### src/rtl/pipe_control_unit.sv
// Pipelined control unit: decodes in ID and carries control through EX, MEM, WB.
// Define CU_LOAD_USE_STALL_EN to enable the internal load-use interlock.

package pipe_cu_pkg;
    typedef enum logic [3:0] {
        ALU_SLL  = 4'd0,
        ALU_SRL  = 4'd1,
        ALU_ADD  = 4'd2,
        ALU_SUB  = 4'd3,
        ALU_AND  = 4'd4,
        ALU_OR   = 4'd5,
        ALU_XOR  = 4'd6,
        ALU_NOR  = 4'd7,
        ALU_SLT  = 4'd8,
        ALU_SLTU = 4'd9,
        ALU_LUI  = 4'd10
    } aluop_t;
endpackage

module pipe_control_unit
    import pipe_cu_pkg::*;
#(
    parameter int WORD_W  = 32,
    parameter int REG_W   = 5,
    parameter int ALUOP_W = 4
) (
    input  logic               CLK,
    input  logic               RST,
    input  logic [WORD_W-1:0]  id_instr,
    input  logic               id_valid,
    input  logic               flush,
    input  logic               dhit,
    output logic [ALUOP_W-1:0] ex_alu_op,
    output logic               ex_alu_src,
    output logic               ex_extop,
    output logic               ex_regdst,
    output logic [REG_W-1:0]   ex_shamt,
    output logic [1:0]         ex_pc_src,
    output logic               ex_beq,
    output logic               ex_bne,
    output logic               mem_dREN,
    output logic               mem_dWEN,
    output logic               wb_regwr,
    output logic               wb_memtoreg,
    output logic [REG_W-1:0]   wb_wsel,
    output logic               pc_hold,
    output logic               halt
);

    typedef struct packed {
        aluop_t           alu_op;
        logic             alu_src;
        logic             extop;
        logic             regdst;
        logic [REG_W-1:0] shamt;
        logic [1:0]       pc_src;
        logic             beq;
        logic             bne;
        logic             dren;
        logic             dwen;
        logic             regwr;
        logic             memtoreg;
        logic [REG_W-1:0] wsel;
        logic             halt;
    } idex_t;

    typedef struct packed {
        logic             dren;
        logic             dwen;
        logic             regwr;
        logic             memtoreg;
        logic [REG_W-1:0] wsel;
        logic             halt;
    } exmem_t;

    typedef struct packed {
        logic             regwr;
        logic             memtoreg;
        logic [REG_W-1:0] wsel;
        logic             halt;
    } memwb_t;

`ifdef CU_LOAD_USE_STALL_EN
    localparam bit LU_EN = 1'b1;
`else
    localparam bit LU_EN = 1'b0;
`endif

    idex_t  idex_q, idex_d, dec, id_word;
    exmem_t exmem_q, exmem_d;
    memwb_t memwb_q, memwb_d;
    logic   halting_q, halting_d;
    logic   halt_q, halt_d;
    logic   uses_rs, uses_rt, id_live;
    logic   mem_stall, load_use;

    logic [5:0]       op, fn;
    logic [REG_W-1:0] rs, rt, rd, sh;

    assign op = id_instr[31:26];
    assign fn = id_instr[5:0];
    assign rs = REG_W'(id_instr[25:21]);
    assign rt = REG_W'(id_instr[20:16]);
    assign rd = REG_W'(id_instr[15:11]);
    assign sh = REG_W'(id_instr[10:6]);

    always_comb begin
        dec     = '0;
        uses_rs = 1'b0;
        uses_rt = 1'b0;
        case (op)
            6'h00: begin
                dec.regdst = 1'b1;
                dec.regwr  = 1'b1;
                dec.wsel   = rd;
                uses_rs    = 1'b1;
                uses_rt    = 1'b1;
                case (fn)
                    6'h21: dec.alu_op = ALU_ADD;
                    6'h23: dec.alu_op = ALU_SUB;
                    6'h24: dec.alu_op = ALU_AND;
                    6'h25: dec.alu_op = ALU_OR;
                    6'h26: dec.alu_op = ALU_XOR;
                    6'h27: dec.alu_op = ALU_NOR;
                    6'h2A: dec.alu_op = ALU_SLT;
                    6'h2B: dec.alu_op = ALU_SLTU;
                    6'h00: begin
                        dec.alu_op = ALU_SLL;
                        dec.shamt  = sh;
                    end
                    6'h02: begin
                        dec.alu_op = ALU_SRL;
                        dec.shamt  = sh;
                    end
                    6'h08: begin
                        dec.regdst = 1'b0;
                        dec.regwr  = 1'b0;
                        dec.wsel   = '0;
                        dec.pc_src = 2'd3;
                    end
                    default: begin
                        dec     = '0;
                        uses_rs = 1'b0;
                        uses_rt = 1'b0;
                    end
                endcase
            end
            6'h09, 6'h0A, 6'h0B, 6'h0C, 6'h0D, 6'h0E, 6'h0F: begin
                dec.alu_src = 1'b1;
                dec.regwr   = 1'b1;
                dec.wsel    = rt;
                uses_rs     = (op != 6'h0F);
                dec.extop   = (op == 6'h09) || (op == 6'h0A) || (op == 6'h0B);
                case (op)
                    6'h09:   dec.alu_op = ALU_ADD;
                    6'h0A:   dec.alu_op = ALU_SLT;
                    6'h0B:   dec.alu_op = ALU_SLTU;
                    6'h0C:   dec.alu_op = ALU_AND;
                    6'h0D:   dec.alu_op = ALU_OR;
                    6'h0E:   dec.alu_op = ALU_XOR;
                    default: dec.alu_op = ALU_LUI;
                endcase
            end
            6'h23: begin
                dec.alu_op   = ALU_ADD;
                dec.alu_src  = 1'b1;
                dec.extop    = 1'b1;
                dec.dren     = 1'b1;
                dec.regwr    = 1'b1;
                dec.memtoreg = 1'b1;
                dec.wsel     = rt;
                uses_rs      = 1'b1;
            end
            6'h2B: begin
                dec.alu_op  = ALU_ADD;
                dec.alu_src = 1'b1;
                dec.extop   = 1'b1;
                dec.dwen    = 1'b1;
                uses_rs     = 1'b1;
                uses_rt     = 1'b1;
            end
            6'h04, 6'h05: begin
                dec.alu_op = ALU_SUB;
                dec.extop  = 1'b1;
                dec.pc_src = 2'd1;
                dec.beq    = (op == 6'h04);
                dec.bne    = (op == 6'h05);
                uses_rs    = 1'b1;
                uses_rt    = 1'b1;
            end
            6'h02: dec.pc_src = 2'd2;
            6'h03: begin
                dec.pc_src = 2'd2;
                dec.regwr  = 1'b1;
                dec.wsel   = REG_W'(31);
            end
            6'h3F: dec.halt = 1'b1;
            default: dec = '0;
        endcase
        if (dec.wsel == '0) dec.regwr = 1'b0;
    end

    // After HALT is accepted nothing else may enter the pipe.
    assign id_live = id_valid & ~halting_q;
    assign id_word = id_live ? dec : '0;

    assign mem_stall = (exmem_q.dren | exmem_q.dwen) & ~dhit;

    assign load_use = LU_EN && id_live && idex_q.dren &&
                      (idex_q.wsel != '0) &&
                      ((uses_rs && (rs == idex_q.wsel)) ||
                       (uses_rt && (rt == idex_q.wsel)));

    assign pc_hold = mem_stall | (load_use & ~flush);

    always_comb begin
        idex_d    = idex_q;
        exmem_d   = exmem_q;
        memwb_d   = memwb_q;
        halting_d = halting_q;
        halt_d    = halt_q | memwb_q.halt;
        if (!mem_stall) begin
            memwb_d.regwr    = exmem_q.regwr;
            memwb_d.memtoreg = exmem_q.memtoreg;
            memwb_d.wsel     = exmem_q.wsel;
            memwb_d.halt     = exmem_q.halt;
            exmem_d.dren     = idex_q.dren;
            exmem_d.dwen     = idex_q.dwen;
            exmem_d.regwr    = idex_q.regwr;
            exmem_d.memtoreg = idex_q.memtoreg;
            exmem_d.wsel     = idex_q.wsel;
            exmem_d.halt     = idex_q.halt;
            if (flush || load_use) begin
                idex_d = '0;
            end else begin
                idex_d = id_word;
                if (id_word.halt) halting_d = 1'b1;
            end
        end
    end

    always_ff @(posedge CLK) begin
        if (RST) begin
            idex_q    <= '0;
            exmem_q   <= '0;
            memwb_q   <= '0;
            halting_q <= 1'b0;
            halt_q    <= 1'b0;
        end else begin
            idex_q    <= idex_d;
            exmem_q   <= exmem_d;
            memwb_q   <= memwb_d;
            halting_q <= halting_d;
            halt_q    <= halt_d;
        end
    end

    assign ex_alu_op   = ALUOP_W'(idex_q.alu_op);
    assign ex_alu_src  = idex_q.alu_src;
    assign ex_extop    = idex_q.extop;
    assign ex_regdst   = idex_q.regdst;
    assign ex_shamt    = idex_q.shamt;
    assign ex_pc_src   = idex_q.pc_src;
    assign ex_beq      = idex_q.beq;
    assign ex_bne      = idex_q.bne;
    assign mem_dREN    = exmem_q.dren;
    assign mem_dWEN    = exmem_q.dwen;
    assign wb_regwr    = memwb_q.regwr;
    assign wb_memtoreg = memwb_q.memtoreg;
    assign wb_wsel     = memwb_q.wsel;
    assign halt        = halt_q | memwb_q.halt;

endmodule

### config.mk
export PLATFORM = sky130hd
export DESIGN_NAME = pipe_control_unit
export DESIGN_NICKNAME = d
export VERILOG_FILES = /design/src/rtl/pipe_control_unit.sv
export SDC_FILE = /design/constraint.sdc
export NUM_CORES = 1
export LEC_CHECK = 0
export ABC_AREA = 1
export CORE_MARGIN = 5
export CORE_UTILIZATION = 47
export DETAILED_ROUTE_END_ITERATION = 8
export GPL_ROUTABILITY_DRIVEN = 0
export GPL_TIMING_DRIVEN = 1
export HOLD_SLACK_MARGIN = 0.1
export PLACE_DENSITY = 0.8
export SLEW_MARGIN = 20
export SYNTH_ARGS = -nofsm -noshare
export SYNTH_HDL_FRONTEND = slang
export SYNTH_SLANG_ARGS = --single-unit
### constraint.sdc
create_clock -name CLK -period 1.8 [get_ports CLK]
set_input_delay 0.36 -clock CLK [delete_from_list [all_inputs] [get_ports CLK]]
set_output_delay 0.36 -clock CLK [all_outputs]
set_load 0.005 [all_outputs]
==> flow_summary.ini <==
[status]
outcome = complete, no violations

[clock_network]
numCtsBuffers = 5
cts_sinks = 44
clkLatencyLatePin_ns = 0.30
cts_root_buf = clkbuf_8
cts_tree = yes
htree_levels = 2
cts.clk_slew.worst_paths_ns = 0.09
cts_buffer_depth = 2

[synth]
yosysWarnings = 0
synth_cell_type_count = 33
ys_seq_area_share_pct = 41.6
syn-cell-area_mm2 = 0.00212
syn-num-nets = 336
ys_ff_latch = 44
syn_inst = 299
avgSynthCellArea_um2 = 7.08

[sta]
whs_ns = 0.423
rsz0062_at_grt = no
max_freq_mhz = 589
relSlewSlack_pct = 72.8
tightest_slew_ns = 0.404
final-setup-viol-count = 0
fin_skew_ns = 0.00502
slew_violations = 0
hold_viol = 0
finalCriticalPeriod_ns = 1.70
layout_worst_path_cycle_share_pct = 94.4

[setup_path]
cp-start-kind = input port
critPathMaxFanout = 6
cp_slowest_cell = clkdlybuf4s50_1
crit_family = simple AND/OR/NAND/NOR gates
cp_cell_sequence = clkdlybuf4s50_1 > inv_1 > nand2_1 > nor2_1 > nor2_1 > nand2_2 > nand3_1 > nand2_1 > nor2_1 > nand3_1 > nand2_1 > a21oi_2
cpPeakStageDelay_ns = 0.51
worst-path-buf-inv = 2
worstSetupPathType = in2reg
worstPathArrival_ns = 1.90
worstSetupEndpointType = flip-flop
cp.required_ns = 2.00

[global_route]
grt_use_met3_pct = 5.04
busiest_layer = met2
gr-usage-met1_pct = 19.8
globalRouteMet2Util_pct = 34.0
grt_pass1_vias = 2155
antenna_found_initial = 0
grt_max_degree = 45
overflow = 0
grt_usage_pct = 18.4
grt_pass1_wl_mm = 9.16

[final_layout]
syn2layout_area_growth_pct = 45.3
layout.nets = 415
layout_common_cells = nand2_1 (91), clkdlybuf4s50_1 (51), a21oi_1 (46)
mostFrequentLayoutCell = nand2_1
diodes = 0
drive_gt1_share_pct = 18.7

[pwr]
total_power_mw = 2.02
worst_ir_drop_vdd_v = 0.000343
p_per_area_mw_per_mm2 = 656
p_leak_nw = 1.25

[route]
post_drt_wl_per_cell_um = 12.8
first_pass_iters = 4
drc = 0
wl_mm = 5.50
detail_route.vias_per_cell = 5.01
drt-initial-drc-count = 201
dr_total_vias = 2159
ant_nets = 0

[die]
die_w_um = 77.1
initial_core_util_pct = 48.6
core_mm2 = 0.00435
rows = 24
io_pins = 64
die-area_mm2 = 0.00595
die_y_um = 77.1

[placed_design]
port_buffers = 58
hpwl_mm = 4.08

[worst_hold_path]
hp-class = in2reg

[run]
drv_cap = 0
## report_power, final
group          internal, mW  switching [mW]  leakage, nW
logic                 0.127           0.109        0.835
registers             0.976         0.00172        0.354
clock network         0.454           0.352       0.0614
## synth_stat cells (all sizes together)
| library cell | instances | share of area [%] |
|---|---|---|
| nand2 | 95 | 17 |
| a21oi | 47 | 11 |
| dfxtp | 44 | 42 |
| nor2 | 24 | 6.1 |
| inv | 22 | 4.0 |
| buf | 17 | 5.9 |
| nand3 | 12 | 3.1 |
| clkbuf | 10 | 1.8 |
| o21ai | 10 | 2.4 |
| nor3 | 5 | 1.4 |
| nand4 | 3 | 0.89 |
| nor4 | 3 | 1.9 |
| a211oi | 1 | 0.35 |
| a22oi | 1 | 0.35 |
| a31oi | 1 | 0.30 |
| and3 | 1 | 0.30 |
| o211ai | 1 | 0.35 |
| o21a | 1 | 0.35 |
| o22ai | 1 | 0.30 |
## final cells by class
| cell class | instances | area, µm² |
|---|---|---|
| multi-input combinational | 206 | 1000 |
| clock buffer | 6 | 82.6 |
| tap | 52 | 65.1 |
| fill | 361 | 1280 |
| timing repair buffer | 99 | 920 |
| sequential | 44 | 881 |
| inverter | 22 | 88.8 |
| clock inverter | 2 | 38.8 |
## flip-flops by register name, summed over array words and instances, names as in the netlist
name,flops
idex_q,9
exmem_q,7
ex_shamt,5
wb_wsel,5
ex_alu_op,4
ex_pc_src,2
ex_alu_src,1
ex_beq,1
ex_bne,1
ex_extop,1
ex_regdst,1
halt_q,1
halting_q,1
mem_dREN,1
mem_dWEN,1
memwb_q,1
wb_memtoreg,1
wb_regwr,1
## routing by layer
metal / vias to the layer above / part of all wire (%)
met5: - / 0
met4: 0 / 1.7
met3: 12 / 6.5
met2: 61 / 50
met1: 980 / 42
li1: 1106 / -
## worst min-delay path, stage by stage
cell            delay (ns)
dlymetal6s2s_1        0.18
nand2_1               0.09
a21oi_1               0.05
## kinds of logic (layout without fill, tap and decap cells)
family / after synthesis / in the layout / share of synthesized area [%]
and+or+nand+nor: 143 / 143 / 31.1
AOI/OAI and AO/OA: 63 / 63 / 15.7
buffers and inverters: 49 / 129 / 11.7
DFF: 44 / 44 / 41.6
## through the flow
step                      utilization, %  setup TNS (ns)  cells  setup WS [ns]  instance area [µm²]
after floorplan                        -               0    299          0.424                 2120
after global placement              67.3           -5.76    422         -0.232                 2930
after detailed placement            67.3           -7.13    422         -0.288                 2930
after CTS                           70.0               0    430         0.0137                 3050
after global routing                70.7               0    431         0.0216                 3080
final                               70.7               0    431          0.101                 3080
## what timing repair did
item | 4_1_cts | 5_1_grt
pin swaps | 0 | 2
setup endpoints to repair | 2 | 13
hold buffers | 0 | 0
buffers inserted | 0 | 1
resized for setup | 3 | 8
## worst paths after layout
path / start / to / slack, ns / cells past startpoint
setup / recovery: id_instr[3] / idex_q[7]$_SDFFE_PP0N_ / 0.10 / 12
hold / removal: id_instr[26] / ex_bne$_SDFFE_PP0N_ / 0.42 / 3
setup reg to reg: mem_dREN$_SDFFE_PP0N_ / mem_dWEN$_SDFFE_PP0N_ / 0.23 / 7
hold reg to reg: halt_q$_SDFF_PP0_ / halt_q$_SDFF_PP0_ / 0.46 / 2
No activity file was read; power rests on OpenSTA's default activity.
